### src/rtl/alu_md_unit.sv
// Execute-stage ALU with registered results, arithmetic flags, shifts and an
// iterative unsigned multiply/divide engine behind a valid/ready handshake.
module alu_md_unit #(
    parameter int unsigned WIDTH = 16
) (
    input  logic             clk,
    input  logic             rst_n,
    input  logic             in_valid,
    output logic             in_ready,
    input  logic             flush,
    input  logic [WIDTH-1:0] Bus_A_ALU,
    input  logic [WIDTH-1:0] Bus_B_ALU,
    input  logic [3:0]       ALU_control,
    output logic             out_valid,
    output logic [WIDTH-1:0] ALU_out,
    output logic [WIDTH-1:0] ALU_hi,
    output logic             zero,
    output logic             carry,
    output logic             overflow,
    output logic             div_by_zero
);

    localparam int unsigned SW = $clog2(WIDTH);
    localparam int unsigned CW = $clog2(WIDTH + 1);
    localparam int unsigned W1 = WIDTH + 1;

    localparam logic [3:0] OpAnd  = 4'd0;
    localparam logic [3:0] OpOr   = 4'd1;
    localparam logic [3:0] OpAdd  = 4'd2;
    localparam logic [3:0] OpSub  = 4'd3;
    localparam logic [3:0] OpSlt  = 4'd4;
    localparam logic [3:0] OpXor  = 4'd5;
    localparam logic [3:0] OpNor  = 4'd6;
    localparam logic [3:0] OpSll  = 4'd7;
    localparam logic [3:0] OpSrl  = 4'd8;
    localparam logic [3:0] OpSra  = 4'd9;
    localparam logic [3:0] OpMulu = 4'd10;
    localparam logic [3:0] OpDivu = 4'd11;

    typedef enum logic {StIdle, StBusy} state_e;

    state_e           state_q, state_d;
    logic [CW-1:0]    cnt_q, cnt_d;
    logic             is_div_q, is_div_d;
    logic [WIDTH-1:0] opnd_q, opnd_d;
    logic [WIDTH-1:0] acc_q, acc_d;
    logic [WIDTH-1:0] lo_q, lo_d;
    logic [WIDTH-1:0] out_q, out_d;
    logic [WIDTH-1:0] hi_q, hi_d;
    logic             zero_q, zero_d;
    logic             carry_q, carry_d;
    logic             ovf_q, ovf_d;
    logic             dbz_q, dbz_d;
    logic             valid_q, valid_d;

    logic             accept;
    logic [SW-1:0]    shamt;
    logic [WIDTH:0]   sum_add, sum_sub;
    logic [WIDTH-1:0] sc_res;
    logic             sc_carry, sc_ovf;
    logic [WIDTH:0]   mul_sum, div_shift;
    logic [WIDTH-1:0] div_diff;
    logic [WIDTH-1:0] step_acc, step_lo;

    assign in_ready = (state_q == StIdle) & ~flush;
    assign accept   = in_valid & in_ready;
    assign shamt    = Bus_B_ALU[SW-1:0];
    assign sum_add  = {1'b0, Bus_A_ALU} + {1'b0, Bus_B_ALU};
    assign sum_sub  = {1'b0, Bus_A_ALU} + {1'b0, ~Bus_B_ALU} + W1'(1);

    always_comb begin
        sc_res   = '0;
        sc_carry = 1'b0;
        sc_ovf   = 1'b0;
        case (ALU_control)
            OpAnd: sc_res = Bus_A_ALU & Bus_B_ALU;
            OpOr:  sc_res = Bus_A_ALU | Bus_B_ALU;
            OpAdd: begin
                sc_res   = sum_add[WIDTH-1:0];
                sc_carry = sum_add[WIDTH];
                sc_ovf   = (Bus_A_ALU[WIDTH-1] == Bus_B_ALU[WIDTH-1]) &&
                           (sum_add[WIDTH-1] != Bus_A_ALU[WIDTH-1]);
            end
            OpSub: begin
                sc_res   = sum_sub[WIDTH-1:0];
                sc_carry = sum_sub[WIDTH];
                sc_ovf   = (Bus_A_ALU[WIDTH-1] != Bus_B_ALU[WIDTH-1]) &&
                           (sum_sub[WIDTH-1] != Bus_A_ALU[WIDTH-1]);
            end
            OpSlt: sc_res = {{(WIDTH-1){1'b0}}, ($signed(Bus_A_ALU) < $signed(Bus_B_ALU))};
            OpXor: sc_res = Bus_A_ALU ^ Bus_B_ALU;
            OpNor: sc_res = ~(Bus_A_ALU | Bus_B_ALU);
            OpSll: sc_res = Bus_A_ALU << shamt;
            OpSrl: sc_res = Bus_A_ALU >> shamt;
            OpSra: sc_res = $signed(Bus_A_ALU) >>> shamt;
            default: sc_res = '0;
        endcase
    end

    // One iteration: shift-add for MULU, restoring subtract for DIVU.
    // {acc_q, lo_q} is the product register or the remainder/quotient pair.
    always_comb begin
        mul_sum   = {1'b0, acc_q} + (lo_q[0] ? {1'b0, opnd_q} : '0);
        div_shift = {acc_q, lo_q[WIDTH-1]};
        div_diff  = div_shift[WIDTH-1:0] - opnd_q;
        if (is_div_q) begin
            if (div_shift >= {1'b0, opnd_q}) begin
                step_acc = div_diff;
                step_lo  = {lo_q[WIDTH-2:0], 1'b1};
            end else begin
                step_acc = div_shift[WIDTH-1:0];
                step_lo  = {lo_q[WIDTH-2:0], 1'b0};
            end
        end else begin
            step_acc = mul_sum[WIDTH:1];
            step_lo  = {mul_sum[0], lo_q[WIDTH-1:1]};
        end
    end

    always_comb begin
        state_d  = state_q;
        cnt_d    = cnt_q;
        is_div_d = is_div_q;
        opnd_d   = opnd_q;
        acc_d    = acc_q;
        lo_d     = lo_q;
        out_d    = out_q;
        hi_d     = hi_q;
        zero_d   = zero_q;
        carry_d  = carry_q;
        ovf_d    = ovf_q;
        dbz_d    = dbz_q;
        valid_d  = 1'b0;
        case (state_q)
            StIdle: begin
                if (accept) begin
                    if (ALU_control == OpMulu || ALU_control == OpDivu) begin
                        state_d  = StBusy;
                        cnt_d    = CW'(WIDTH);
                        is_div_d = (ALU_control == OpDivu);
                        opnd_d   = (ALU_control == OpDivu) ? Bus_B_ALU : Bus_A_ALU;
                        lo_d     = (ALU_control == OpDivu) ? Bus_A_ALU : Bus_B_ALU;
                        acc_d    = '0;
                    end else begin
                        out_d   = sc_res;
                        hi_d    = '0;
                        zero_d  = (sc_res == '0);
                        carry_d = sc_carry;
                        ovf_d   = sc_ovf;
                        dbz_d   = 1'b0;
                        valid_d = 1'b1;
                    end
                end
            end
            StBusy: begin
                if (flush) begin
                    state_d = StIdle;
                    cnt_d   = '0;
                end else begin
                    acc_d = step_acc;
                    lo_d  = step_lo;
                    cnt_d = cnt_q - CW'(1);
                    if (cnt_q == CW'(1)) begin
                        // Division by zero falls out naturally: quotient all ones, remainder A.
                        state_d = StIdle;
                        out_d   = step_lo;
                        hi_d    = step_acc;
                        zero_d  = (step_lo == '0);
                        carry_d = 1'b0;
                        ovf_d   = 1'b0;
                        dbz_d   = is_div_q && (opnd_q == '0);
                        valid_d = 1'b1;
                    end
                end
            end
            default: state_d = StIdle;
        endcase
    end

    always_ff @(posedge clk or negedge rst_n) begin
        if (!rst_n) begin
            state_q  <= StIdle;
            cnt_q    <= '0;
            is_div_q <= 1'b0;
            opnd_q   <= '0;
            acc_q    <= '0;
            lo_q     <= '0;
            out_q    <= '0;
            hi_q     <= '0;
            zero_q   <= 1'b0;
            carry_q  <= 1'b0;
            ovf_q    <= 1'b0;
            dbz_q    <= 1'b0;
            valid_q  <= 1'b0;
        end else begin
            state_q  <= state_d;
            cnt_q    <= cnt_d;
            is_div_q <= is_div_d;
            opnd_q   <= opnd_d;
            acc_q    <= acc_d;
            lo_q     <= lo_d;
            out_q    <= out_d;
            hi_q     <= hi_d;
            zero_q   <= zero_d;
            carry_q  <= carry_d;
            ovf_q    <= ovf_d;
            dbz_q    <= dbz_d;
            valid_q  <= valid_d;
        end
    end

    assign out_valid   = valid_q;
    assign ALU_out     = out_q;
    assign ALU_hi      = hi_q;
    assign zero        = zero_q;
    assign carry       = carry_q;
    assign overflow    = ovf_q;
    assign div_by_zero = dbz_q;

endmodule

### config.mk
export PLATFORM = sky130hd
export DESIGN_NAME = alu_md_unit
export DESIGN_NICKNAME = d
export VERILOG_FILES = /design/src/rtl/alu_md_unit.sv
export SDC_FILE = /design/constraint.sdc
export NUM_CORES = 1
export LEC_CHECK = 0
export CELL_PAD_IN_SITES_DETAIL_PLACEMENT = 1
export CELL_PAD_IN_SITES_GLOBAL_PLACEMENT = 2
export CORE_ASPECT_RATIO = 1.1
export CORE_MARGIN = 10
export CORE_UTILIZATION = 39
export DETAILED_ROUTE_END_ITERATION = 16
export HOLD_SLACK_MARGIN = 0.03
export PLACE_DENSITY = 0.88
export SLEW_MARGIN = 20
export SYNTH_ARGS = -nofsm -noshare
export SYNTH_HDL_FRONTEND = slang
export SYNTH_SLANG_ARGS = --single-unit
### constraint.sdc
create_clock -name clk -period 5.6 [get_ports clk]
set_input_delay 1.4 -clock clk [delete_from_list [all_inputs] [get_ports clk]]
set_output_delay 1.4 -clock clk [all_outputs]
set_load 0.01 [all_outputs]
; ---- Yosys cells after proc, flatten, opt, wreduce, memory -nomap -nowiden
; Cells that the tools add are included.
[op_classes]
n_reduce_logical = 12
add_sub_neg = 6
mux = 60
shift = 3
order_cmp = 2
bitwise = 9
n_eq_ne = 21
[op_table]
columns = cell, count
row1 = two-way mux 16 bit, 20
row2 = case mux 16 bit (10 select lines), 1
row3 = case mux 16 bit (2 select lines), 4
row4 = adder 16 x 16 -> 17 bit, 3
row5 = zero test 16 bit, 3
row6 = NOT 16 bit, 2
row7 = two-way mux 1 bit, 23
row8 = "adder 17 x 1 -> 17 bit, second input constant", 1
row9 = >= comparator 17 x 16 -> 1 bit, 1
row10 = AND 16 bit, 1
row11 = "== test 4 x 3 -> 1 bit, second input constant", 4
row12 = "== test 4 bit, second input constant", 4
row13 = less-than comparator 16 bit, 1
row14 = OR 16 bit, 1
row15 = case mux 1 bit (2 select lines), 8
row16 = left shift 16 x 4 -> 16 bit, 1
row17 = >> shifter 16 x 4 -> 16 bit, 1
row18 = >>> shifter 16 x 4 -> 16 bit, 1
row19 = subtractor 16 bit, 1
row20 = bitwise XOR 16 bit, 1
row21 = two-way mux 5 bit, 3
row22 = case mux 5 bit (2 select lines), 1
row23 = "== test 4 x 2 -> 1 bit, second input constant", 2
row24 = "inequality test 2 bit, second input constant", 3
row25 = 14 further kinds, 22
[totals]
input_bits = 40
reg_bits = 92
out_inout_bits = 38

; ---- Longest topological paths before layout
[depth]
depth_word = 9
mapped_depth = 15

; ---- Worst setup path before layout
; OpenSTA, ideal clock, no wires.
[synth_timing]
kind = input to register
from = input port Bus_B_ALU[2]
to = register zero_q (netlist: zero)
required_time_ns = 5.520
setup_slack_ns = 0.520
stages = 15
arrival_ns = 5.000
path_cell_list = clkbuf_1 -> inv_1 -> buf_1 -> clkbuf_1 -> ha_1 -> clkbuf_1 -> or2_2 -> a221oi_2 -> o21ai_0 -> o31ai_1 -> o41ai_1 -> nor4b_1 -> o2111ai_1 -> or4_1 -> o211ai_2
[synth_between]
elab_chain_cells = 8
word_cells_on_any_way = 17
cone_classes = add/sub (3) / order compare (1) / shift (3) / mux (4) / bitwise (5) / reduce/logical (1)
[synth_lines]
columns = item, line
row1 = start: declaration, 12  ; input logic [WIDTH-1:0] Bus_B_ALU,
row2 = NOT 16 bit, 69  ; assign sum_sub = {1'b0, Bus_A_ALU} + {1'b0, ~Bus_B_ALU} + W1'(1);
row3 = adder 16 x 16 -> 17 bit, 69
row4 = adder 17 x 1 -> 17 bit, 69
row5 = case mux 16 bit (10 select lines) (*), 75  ; case (ALU_control)
row6 = zero test 16 bit (*), 147  ; zero_d = (sc_res == '0);
row7 = two-way mux 1 bit (*), 137  ; if (ALU_control == OpMulu || ALU_control == OpDivu) begin
row8 = two-way mux 1 bit (*), 136  ; if (accept) begin
row9 = case mux 1 bit (2 select lines) (*), 134  ; case (state_q)
row10 = end signal: assignment, 204  ; zero_q <= zero_d;
row11 = end: declaration, 50  ; logic zero_q, zero_d;
; Mark *: on every way between the ends. The rest lies on a longest branch, timed or not. The select of a mux whose other input is x is not followed.
; A chain may end at the register's enable or synchronous reset.

; ---- Worst setup path in the final report
[layout_timing]
from = input port Bus_A_ALU[0]
to = register zero_q (netlist: zero)
[layout_between]
elab_chain_cells = 7
word_cells_on_any_way = 16
cone_classes = add/sub (3) / order compare (1) / shift (3) / mux (4) / bitwise (4) / reduce/logical (1)
[layout_lines]
columns = item, line
row1 = start: declaration, 11  ; input logic [WIDTH-1:0] Bus_A_ALU,
row2 = adder 16 x 16 -> 17 bit or OR 16 bit (tied branches), "69, 77, 92"
row3 = adder 17 x 1 -> 17 bit or NOT 16 bit (tied branches), "69, 92"
row4 = case mux 16 bit (10 select lines) (*), 75
row5 = zero test 16 bit (*), 147
row6 = two-way mux 1 bit (*), 137
row7 = two-way mux 1 bit (*), 136
row8 = case mux 1 bit (2 select lines) (*), 134
; Marked as above.

==> flow_summary.ini <==
[critical_path]
crit-reg2reg-launch = lo_q[0]
timing_worst_setup_path_type = in -> reg
critPathRequiredTime_ns = 5.89
worst-path-max-fanout = 3
ff2ff_setup_slack_ns = 1.85
worstPathArrival_ns = 5.41
ff2ff_path_depth = 12
critPathLaunchType = primary input
endpoint_kind = flip-flop
crit_reg_reg_endpoint = acc_q[13]

[min_path]
min_path_cells = 2
min_from = ALU_hi[9]
worst_hold_path_type = reg -> reg
holdPathEnd = ALU_hi[9]

[power]
cellLeakagePower_nw = 5.26
power_frac_seq = 0.297
p_comb_frac = 0.485
clock_power_share = 0.219
total_power_mw = 3.10
vdd_ir_drop_max_uv = 157
power.switching_fraction = 0.422
pwr_density_cell_mw_per_mm2 = 255
p_sw_mw = 1.31
internal_power_mw = 1.79

[synth]
synth_area_leader = sky130_fd_sc_hd__dfrtp_1
synth_sequential_area_ratio = 0.218
ys_async_sr_fraction = 1.00
syn-instance-count = 1351
syn-mean-instance-area_um2 = 7.80
flip_flop_and_latch_count_after_synthesis = 92
number_of_enable_flip_flop_cells_after_synthesis = 0
synthDistinctLibCells = 85
synth_top_cells_by_area = sky130_fd_sc_hd__dfrtp_1 22%, sky130_fd_sc_hd__ha_1 11%, sky130_fd_sc_hd__o21ai_0 6.1%
syn-num-nets = 1484
total_number_of_yosys_warnings = 0
synth_flop_cell = sky130_fd_sc_hd__dfrtp_1
post-synth-top-area-fraction = 0.218
synthesis.area_mm2 = 0.0105

[layout]
syn2layout_area_growth_pct = 15.3
antenna_cells_inserted = 0
drive_above_1_share = 0.0916
fin_nets = 1538
fillCellCount = 3288

[global_routing]
vias_in_the_first_global_route = 11605
grt_util_met2 = 0.456
gr-usage-met3 = 0.0274
first_pass_grt_wire_length_mm = 67.2
global_route.peak_usage_layer = met2
grt_max_degree = 57
grt.overflow.total = 0
global_route.usage.total = 0.252
groute.layer.met1.usage = 0.286
antenna_found_initial = 0

[timing]
finalMaxSlewViolations = 0
grt_setup_unrepaired = no
setup_viol = 0
clock.fmax_ghz = 0.195
final.setup_skew_ns = 0.0175
totalNegativeSetupSlack_ns = 0
final_cycle_utilization_of_the_critical_path = 0.914
max_slew_margin = 0.321
timing_hold_violations_final = 0
max_slew.worst_pin.slew_ns = 1.02
layout_min_cycle_time_ns = 5.12

[clocking]
cts_hold_repair.buffers = 0
cts-resized-gates = 0
htree_num_levels = 3
clk_pin_slew_worst_paths_ns = 0.07
clock_tree_buf_depth = 2
post_cts.repair.setup_buffers = 0
clock-sinks = 92
numCtsBuffers = 9
cts_tree = done
clock_insertion_delay_worst_skew_ns = 0.37
clock-root-buffer = sky130_fd_sc_hd__clkbuf_16

[floorplan]
core-area_mm2 = 0.0268
die_outline_area_mm2 = 0.0340
ioPinCount = 78
start_util = 0.393
dieHeight_um = 192
core.rowCount = 63
die_x_um = 177

[routing]
drc = 0
route.antenna.remaining_nets = 0
detail_routed_via_count_per_cell = 6.26
drt-total-wl_mm = 43.5
detail_route.wl_per_cell_um = 24.6
drt_pre_antenna_iters = 8
detailedRoute.firstIterationViolations = 747
dr_total_vias = 11061

[placed_design]
hpwl_mm = 34.3
globalplace.congestion = 0.987
numPortBuffers = 77

[run_status]
outcome = complete, no violations

[flow_run]
drv_cap = 0
==> synthesized netlist by cell type, drive strengths merged, types with 6 or more instances <==
cell	n
nand3	24
nand2	133
nand2b	13
o21bai	12
or4	6
mux4	22
a311oi	6
o211ai	13
a21oi	116
o21a	10
buf	26
nor4	11
nor3	27
dfrtp	92
o21ai	132
nor4b	8
xor2	8
o31ai	10
or3	8
mux2i	34
mux2	18
a211oi	17
ha	89
a32o	6
a22o	15
and2	20
inv	78
nor2	130
nor2b	16
xnor2	20
clkbuf	69
a2111oi	6
a21o	18
o221ai	9
a31oi	11
a22oi	14
nand4	12
a211o	6
==> per-layer routing <==
metal  vias up  wire length, µm  part of all wire
li1       5056                -                 -
met1      5535            17000              0.39
met2       363            22200              0.51
met3       107             2090             0.048
met4         0             2210             0.051
met5         -                0                 0
==> layout by cell type, fill, tap and decap left out, types with 15 or more instances in the layout <==
master / n
sky130_fd_sc_hd__mux4_2: 15
sky130_fd_sc_hd__a21oi_1: 116
sky130_fd_sc_hd__ha_1: 89
sky130_fd_sc_hd__inv_1: 77
sky130_fd_sc_hd__and2_1: 20
sky130_fd_sc_hd__nand3_1: 23
sky130_fd_sc_hd__buf_4: 62
sky130_fd_sc_hd__nor3_1: 27
sky130_fd_sc_hd__mux2i_1: 34
sky130_fd_sc_hd__a211oi_1: 17
sky130_fd_sc_hd__nor2b_1: 16
sky130_fd_sc_hd__o21ai_0: 129
sky130_fd_sc_hd__dfrtp_1: 92
sky130_fd_sc_hd__nand2_1: 133
sky130_fd_sc_hd__a22o_1: 15
sky130_fd_sc_hd__nor2_1: 130
sky130_fd_sc_hd__a21o_1: 18
sky130_fd_sc_hd__clkdlybuf4s50_1: 75
sky130_fd_sc_hd__xnor2_1: 20
sky130_fd_sc_hd__mux2_2: 18
==> layout make-up <==
| cell class | count | area, µm² | area share |
|---|---|---|---|
| clock buffer | 10 | 229 | 0.0188 |
| multi-input combinational | 1085 | 7570 | 0.623 |
| clock inverter | 5 | 85.1 | 0.00700 |
| sequential | 92 | 2300 | 0.189 |
| timing repair buffer | 138 | 1220 | 0.100 |
| tap | 357 | 447 | 0.0367 |
| inverter | 79 | 297 | 0.0244 |
==> cell families after synthesis <==
logic type,Yosys count,share of synthesized area
compound gates,454,0.280
xor+xnor,28,0.0233
fa+ha+maj,93,0.113
buf+inv,174,0.0661
flops,92,0.218
mux,74,0.101
simple gates,436,0.198
==> power groups by stage <==
| stage | Clock, mW | Combinational, mW | Sequential [mW] |
|---|---|---|---|
| CTS | 0.684 | 1.50 | 0.919 |
| finish | 0.678 | 1.50 | 0.919 |
| floorplan | 0 | 0.986 | 0.887 |
| global placement | 0 | 1.44 | 0.926 |
| global route | 0.710 | 1.65 | 0.938 |
| detailed placement | 0 | 1.48 | 0.930 |
==> worst max path at each step <==
stage | from | to | slack (ns) | depth (start not counted)
finish | Bus_A_ALU[0] | zero | 0.48 | 14
global route | Bus_A_ALU[0] | zero | 0.31 | 14
CTS | Bus_A_ALU[0] | zero | 0.56 | 14
detailed placement | Bus_A_ALU[0] | zero | 0.20 | 14
global placement | Bus_B_ALU[4] | zero | 0.28 | 11
floorplan | Bus_B_ALU[2] | zero | 0.52 | 15
==> metrics by stage <==
stage,instances,setup slack [ns],instance area [µm²],hold WS [ns],utilization
5_1_grt,1766,0.309,12200,0.524,0.454
3_3_place_gp,1751,0.278,11800,0.465,0.442
2_1_floorplan,1351,0.520,10500,0.463,-
4_1_cts,1766,0.565,12200,0.487,0.454
6_report,1766,0.484,12200,0.477,0.454
3_5_place_dp,1751,0.195,11800,0.471,0.442
==> worst max-delay path, stage by stage <==
cell,delay (ns)
sky130_fd_sc_hd__clkdlybuf4s50_1,0.49
sky130_fd_sc_hd__inv_1,0.08
sky130_fd_sc_hd__ha_1,0.24
sky130_fd_sc_hd__fa_1,0.42
sky130_fd_sc_hd__or2_2,0.33
sky130_fd_sc_hd__a221oi_2,0.22
sky130_fd_sc_hd__buf_4,0.19
sky130_fd_sc_hd__o21ai_0,0.12
sky130_fd_sc_hd__o31ai_1,0.54
sky130_fd_sc_hd__o41ai_1,0.13
sky130_fd_sc_hd__nor4b_1,0.39
sky130_fd_sc_hd__o2111ai_1,0.20
sky130_fd_sc_hd__or4_1,0.52
sky130_fd_sc_hd__o211ai_2,0.15
==> registers in the layout, summed over array words and instances, names as in the netlist <==
signal / cells
opnd_q: 16
carry: 1
is_div_q: 1
acc_q: 16
out_valid: 1
ALU_out: 16
zero: 1
ALU_hi: 16
state_q: 1
lo_q: 16
div_by_zero: 1
cnt_q: 5
overflow: 1
(Power assumes the default switching activity.)
